==> config.mk <==
export PLATFORM = sky130hd
export DESIGN_NAME = d_branch_ctrl
export DESIGN_NICKNAME = d
export VERILOG_FILES = /design/src/rtl/d_branch_ctrl_pkg.sv /design/src/rtl/d_branch_ctrl_sat_counter.sv /design/src/rtl/d_branch_ctrl.sv
export SDC_FILE = /design/constraint.sdc
export NUM_CORES = 1
export LEC_CHECK = 0
export CAP_MARGIN = 20
export CORE_MARGIN = 10
export CORE_UTILIZATION = 54
export CTS_BUF_LIST = sky130_fd_sc_hd__clkbuf_16
export DETAILED_ROUTE_END_ITERATION = 12
export PLACE_DENSITY = 0.87
export SETUP_SLACK_MARGIN = 0.5
export SLEW_MARGIN = 25
export SYNTH_ARGS = -nofsm -noshare
export SYNTH_HDL_FRONTEND = slang
export SYNTH_SLANG_ARGS = --single-unit
==> constraint.sdc <==
create_clock -name clk -period 2.84 [get_ports clk]
set_input_delay 0.568 -clock clk [delete_from_list [all_inputs] [get_ports clk]]
set_output_delay 0.568 -clock clk [all_outputs]
set_load 0.05 [all_outputs]
==> src/rtl/d_branch_ctrl_pkg.sv <==
// Shared branch-type codes, FSM state encoding and the branch target helper
// for the D-stage branch controller.
package d_branch_ctrl_pkg;

  localparam logic [1:0] BR_NONE = 2'b00;
  localparam logic [1:0] BR_BEQ  = 2'b01;
  localparam logic [1:0] BR_BNE  = 2'b10;
  localparam logic [1:0] BR_BOVF = 2'b11;

  typedef enum logic {
    ST_IDLE = 1'b0,
    ST_WAIT = 1'b1
  } state_e;

  // Word offset relative to the delay-slot PC; 32-bit wrap-around is intended.
  function automatic logic [31:0] br_target(input logic [31:0] pc, input logic [15:0] imm);
    return pc + 32'd4 + {{14{imm[15]}}, imm, 2'b00};
  endfunction

endpackage

==> src/rtl/d_branch_ctrl_sat_counter.sv <==
// Saturating up-counter with asynchronous active-low reset; holds at all-ones.
module sat_counter #(
  parameter int W = 16
) (
  input  logic         clk,
  input  logic         reset,
  input  logic         inc,
  output logic [W-1:0] cnt
);

  logic [W-1:0] cnt_q;
  logic [W-1:0] cnt_d;

  always_comb begin
    cnt_d = cnt_q;
    if (inc && (cnt_q != '1)) cnt_d = cnt_q + 1'b1;
  end

  always_ff @(posedge clk or negedge reset) begin
    if (!reset) cnt_q <= '0;
    else        cnt_q <= cnt_d;
  end

  assign cnt = cnt_q;

endmodule

==> src/rtl/d_branch_ctrl.sv <==
// D-stage branch sequencer: holds a branch until operands are final, resolves it
// and issues a registered redirect to fetch (redirect_valid held until F_redirect_ack).
module d_branch_ctrl
  import d_branch_ctrl_pkg::*;
#(
  parameter int CNT_W    = 16,
  parameter int MAX_WAIT = 8
) (
  input  logic             clk,
  input  logic             reset,
  input  logic             D_valid,
  input  logic [1:0]       D_br_type,
  input  logic [31:0]      D_pc,
  input  logic [15:0]      D_imm,
  input  logic             D_opnd_ready,
  input  logic             cmp_zero,
  input  logic             cmp_ovf,
  input  logic             F_redirect_ack,
  output logic             D_stall,
  output logic             redirect_valid,
  output logic [31:0]      redirect_pc,
  output logic [CNT_W-1:0] stat_branches,
  output logic [CNT_W-1:0] stat_taken,
  output logic             err_timeout,
  output state_e           dbg_state
);

  localparam int WAIT_W = $clog2(MAX_WAIT + 1);
  localparam logic [WAIT_W-1:0] MAX_WAIT_C = WAIT_W'(MAX_WAIT);

  state_e            state_q, state_d;
  logic [WAIT_W-1:0] wait_cnt_q, wait_cnt_d;
  logic              err_q, err_d;
  logic              rv_q, rv_d;
  logic [31:0]       rpc_q, rpc_d;

  logic        is_br;
  logic        taken;
  logic        pend_busy;
  logic        resolve;
  logic [31:0] target;

  assign is_br     = D_valid && (D_br_type != BR_NONE);
  assign pend_busy = rv_q && !F_redirect_ack;
  assign resolve   = is_br && D_opnd_ready && !pend_busy;
  assign target    = br_target(D_pc, D_imm);

  always_comb begin
    taken = 1'b0;
    case (D_br_type)
      BR_BEQ:  taken = cmp_zero;
      BR_BNE:  taken = !cmp_zero;
      BR_BOVF: taken = cmp_ovf;
      default: taken = 1'b0;
    endcase
  end

  always_comb begin
    state_d    = state_q;
    wait_cnt_d = wait_cnt_q;
    err_d      = err_q;
    rv_d       = rv_q;
    rpc_d      = rpc_q;
    case (state_q)
      ST_IDLE: begin
        if (is_br && !resolve) begin
          state_d    = ST_WAIT;
          wait_cnt_d = WAIT_W'(1);
        end
      end
      ST_WAIT: begin
        // A killed/flushed branch abandons the wait without resolving.
        if (resolve || !is_br) begin
          state_d    = ST_IDLE;
          wait_cnt_d = '0;
        end else begin
          if (wait_cnt_q == MAX_WAIT_C) err_d = 1'b1;
          if (wait_cnt_q != '1) wait_cnt_d = wait_cnt_q + 1'b1;
        end
      end
      default: state_d = ST_IDLE;
    endcase
    // A new taken branch overrides a redirect being acknowledged this cycle.
    if (resolve && taken) begin
      rv_d  = 1'b1;
      rpc_d = target;
    end else if (F_redirect_ack) begin
      rv_d = 1'b0;
    end
  end

  always_ff @(posedge clk or negedge reset) begin
    if (!reset) begin
      state_q    <= ST_IDLE;
      wait_cnt_q <= '0;
      err_q      <= 1'b0;
      rv_q       <= 1'b0;
      rpc_q      <= '0;
    end else begin
      state_q    <= state_d;
      wait_cnt_q <= wait_cnt_d;
      err_q      <= err_d;
      rv_q       <= rv_d;
      rpc_q      <= rpc_d;
    end
  end

  sat_counter #(.W(CNT_W)) u_cnt_branches (
    .clk   (clk),
    .reset (reset),
    .inc   (resolve),
    .cnt   (stat_branches)
  );

  sat_counter #(.W(CNT_W)) u_cnt_taken (
    .clk   (clk),
    .reset (reset),
    .inc   (resolve && taken),
    .cnt   (stat_taken)
  );

  assign D_stall        = is_br && !resolve;
  assign redirect_valid = rv_q;
  assign redirect_pc    = rpc_q;
  assign err_timeout    = err_q;
  assign dbg_state      = state_q;

endmodule
==> results.py <==
metrics = {
    "grt": {
        "first_global_vias": 6252,
        "grt_overflow": 0,
        "grt_use_total_pct": 31.5,
        "grt_pass1_wl_um": 33300,
        "grt.busiest_layer": "met2",
        "met1_usage_pct": 33.3,
        "grt_antenna_before_repair": 2,
        "grt_max_degree": 43,
        "grtUsageMet2_pct": 54.6,
        "grt.met3_usage_pct": 8.99,
    },
    "timing": {
        "setup_violations": 8,
        "max_freq_mhz": 270,
        "rsz0062_at_grt": "yes",
        "period_needed_ps": 3710,
        "slew_viol_final": 0,
        "relSlewSlack_pct": 38.3,
        "setup_slack_ps": -866,
        "finalCritPeriodShare_pct": 130,
        "skew_ps": 10.1,
        "worstMarginPinSlew_ps": 918,
        "whs_ps": 330,
        "hold_viol_final": 0,
    },
    "cts": {
        "numClockSinks": 71,
        "cts-root-buf": "clkbuf_16",
        "cts_made_buffers": 9,
        "insertion_delay_ps": 360,
        "h-tree-depth": 3,
        "cts_tree": "yes",
        "postCtsHoldBufs": 0,
        "clockBufferDepth": 2,
        "path_clk_slew_ps": 80,
    },
    "power_and_ir_drop": {
        "ir_worst_vdd_uv": 417,
        "pwr_density_cell_nw_per_um2": 681,
        "leakage_nw": 3.71,
        "total_power_w": 0.00581,
    },
    "worst_setup_path": {
        "cpPeakStageDelay_ps": 600,
        "worst_path_max_delay_cell": "o21ai_0",
        "worstPathRequired_ps": 2960,
        "r2r-start": "redirect_valid",
        "worst-endpoint-arrival_ps": 3830,
        "end_kind": "flip-flop",
        "path_delay_family": "compound AO/OA/AOI/OAI gates",
        "path_class": "input port to flip-flop",
        "crit_top_cell": "inv_2",
        "reg2reg_to": "redirect_pc[31]",
        "path_cells": "buf_2 -> inv_2 -> ha_4 -> inv_2 -> ha_4 -> inv_2 -> fa_2 -> and2b_2 -> o2111ai_4 -> buf_4 -> a21oi_4 -> o31ai_2 -> buf_4 -> a211oi_4 -> o21ai_0 -> nand3_1",
        "r2r_slack_ps": 480,
        "rr_worst_depth": 6,
        "crit_buf_inv": 6,
        "worstPathMaxFanout": 3,
        "worstSetupStartpoint": "D_imm[0]",
        "cp-start-kind": "input port",
    },
    "die": {
        "die-area_um2": 13300,
        "die_w_um": 115,
        "coreArea_um2": 8810,
        "initial_utilization_pct": 55.8,
        "pin_count": 125,
        "num_rows": 34,
        "fp.dieH_um": 115,
    },
    "yosys": {
        "ys_seq_area_share_pct": 36.1,
        "ys_warn_count": 0,
        "syn_inst": 534,
        "async_flop_share_pct": 100,
        "avgSynthCellArea_um2": 9.21,
        "syn_nets": 653,
        "ys_types": 57,
        "synth.cell_area_um2": 4920,
        "synth_edf_count": 0,
        "synth_ff_type": "dfrtp_1",
        "synth-seq-cells": 71,
    },
    "placed_design": {
        "port_buffers": 124,
        "place_congestion": 0.938,
        "place_hpwl_um": 12400,
    },
    "route": {
        "drcViolationCount": 0,
        "vias": 6658,
        "routed_wl_um": 29600,
        "wl_per_cell_um": 33.3,
        "firstDrtPassIters": 9,
        "drt_iter0_markers": 1230,
        "routed_via_density": 7.50,
        "final_antenna_net_count": 0,
    },
    "cells_and_area": {
        "final_cell_mix": "100 x buf_4, 85 x clkdlybuf4s50_1, 78 x nand2_1",
        "area_delta_synth_final_pct": 73.6,
        "mostFrequentLayoutCell": "buf_4",
        "drive_above_1_share_pct": 38.8,
        "nets": 893,
    },
    "min_path": {
        "hold_path.class": "input port to async pin",
    },
    "run_status": {
        "outcome": "finished, violations left",
        "violations": "negative setup slack",
    },
    "run": {
        "maxCapViolations": 0,
    },
}
-- cells in the mapped netlist, types with 3 or more instances --
| master | number | area share [%] |
|---|---|---|
| inv_1 | 14 | 1.1 |
| a21o_1 | 11 | 1.7 |
| ha_1 | 61 | 16 |
| a211oi_1 | 3 | 0.46 |
| nand2_1 | 84 | 6.4 |
| nand3_1 | 25 | 2.5 |
| dfrtp_1 | 71 | 36 |
| nand4_1 | 13 | 1.7 |
| xnor2_1 | 29 | 5.2 |
| o21ai_1 | 11 | 1.1 |
| and3_1 | 10 | 1.3 |
| nand2b_1 | 6 | 0.76 |
| buf_2 | 3 | 0.31 |
| nor2b_1 | 4 | 0.51 |
| nor3_1 | 10 | 1.0 |
| mux2_2 | 4 | 0.92 |
| o21ai_0 | 32 | 3.3 |
| and4_1 | 4 | 0.71 |
| a21oi_1 | 31 | 3.2 |
| xor2_1 | 23 | 4.1 |
| o31ai_1 | 3 | 0.46 |
| or3_1 | 5 | 0.64 |
| clkbuf_1 | 8 | 0.61 |
| nor2_1 | 24 | 1.8 |
| o21bai_1 | 3 | 0.46 |
| o211ai_1 | 3 | 0.46 |
-- worst register-to-register path, cell delays in order (launching register included) --
cell,delay (ps)
dfrtp_1,400
nand2b_2,160
o2111ai_4,160
or2_2,490
nor3_1,800
nand2_2,110
o211ai_1,140
-- area by class of cell --
type	instances	area, um2
diodes	1	2.50
clock inverters	7	61.3
multi-input cells	436	4120
fillers	145	272
clock buffers	9	225
repair buffers	242	2160
flip-flops and latches	71	1780
well taps	108	135
inverters	14	52.6
-- flip-flops by register name (all words and copies together) (netlist names) --
register and flops:
redirect_pc 32, u_cnt_branches.cnt 16, u_cnt_taken.cnt 16, wait_cnt_q 4
dbg_state 1, err_timeout 1, redirect_valid 1
-- cell families after synthesis --
group | count (synthesis) | synth area share, %
simple gates | 197 | 19.4
flops | 71 | 36.1
buf+inv | 27 | 2.14
fa+ha+maj | 62 | 15.9
compound gates | 121 | 16.2
mux | 4 | 0.916
xor+xnor | 52 | 9.26
-- routing by layer --
layer	share of wire [%]	wire, um
met1	32	9480
met2	43	12900
met3	14	4020
met4	11	3190
met5	0.11	34
-- worst max path at each step --
stage | to | slack, ps | cells after the start
global route | redirect_pc[25] | -890 | 16
global placement | redirect_pc[31] | -610 | 12
CTS | redirect_pc[27] | 120 | 12
finish | redirect_pc[25] | -870 | 16
floorplan | redirect_pc[27] | -70 | 11
detailed placement | redirect_pc[31] | -670 | 13
-- stage by stage --
step / cells / setup TNS [ps] / worst slack, ps / util [%] / instance area, um2
global placement: 844 / -7030 / -608 / 81.4 / 7170
detailed placement: 844 / -8490 / -667 / 81.4 / 7170
finish: 888 / -2230 / -866 / 96.9 / 8530
CTS: 879 / 0 / 116 / 92.6 / 8160
floorplan: 534 / -65.2 / -65.2 / - / 5150
global route: 888 / -2110 / -895 / 96.9 / 8530
-- what timing repair did --
item,CTS,global route
buffers inserted,19,8
pin swaps,88,52
endpoints found under the setup margin,25,35
gates resized for setup,200,69
-- where the power goes --
group          total (W)  switching (W)  internal, W
registers        0.00152       0.000292      0.00123
clock network    0.00116       0.000548     0.000612
logic            0.00313        0.00196      0.00117
total            0.00581        0.00280      0.00301
Power figures use the tool's default switching activity.
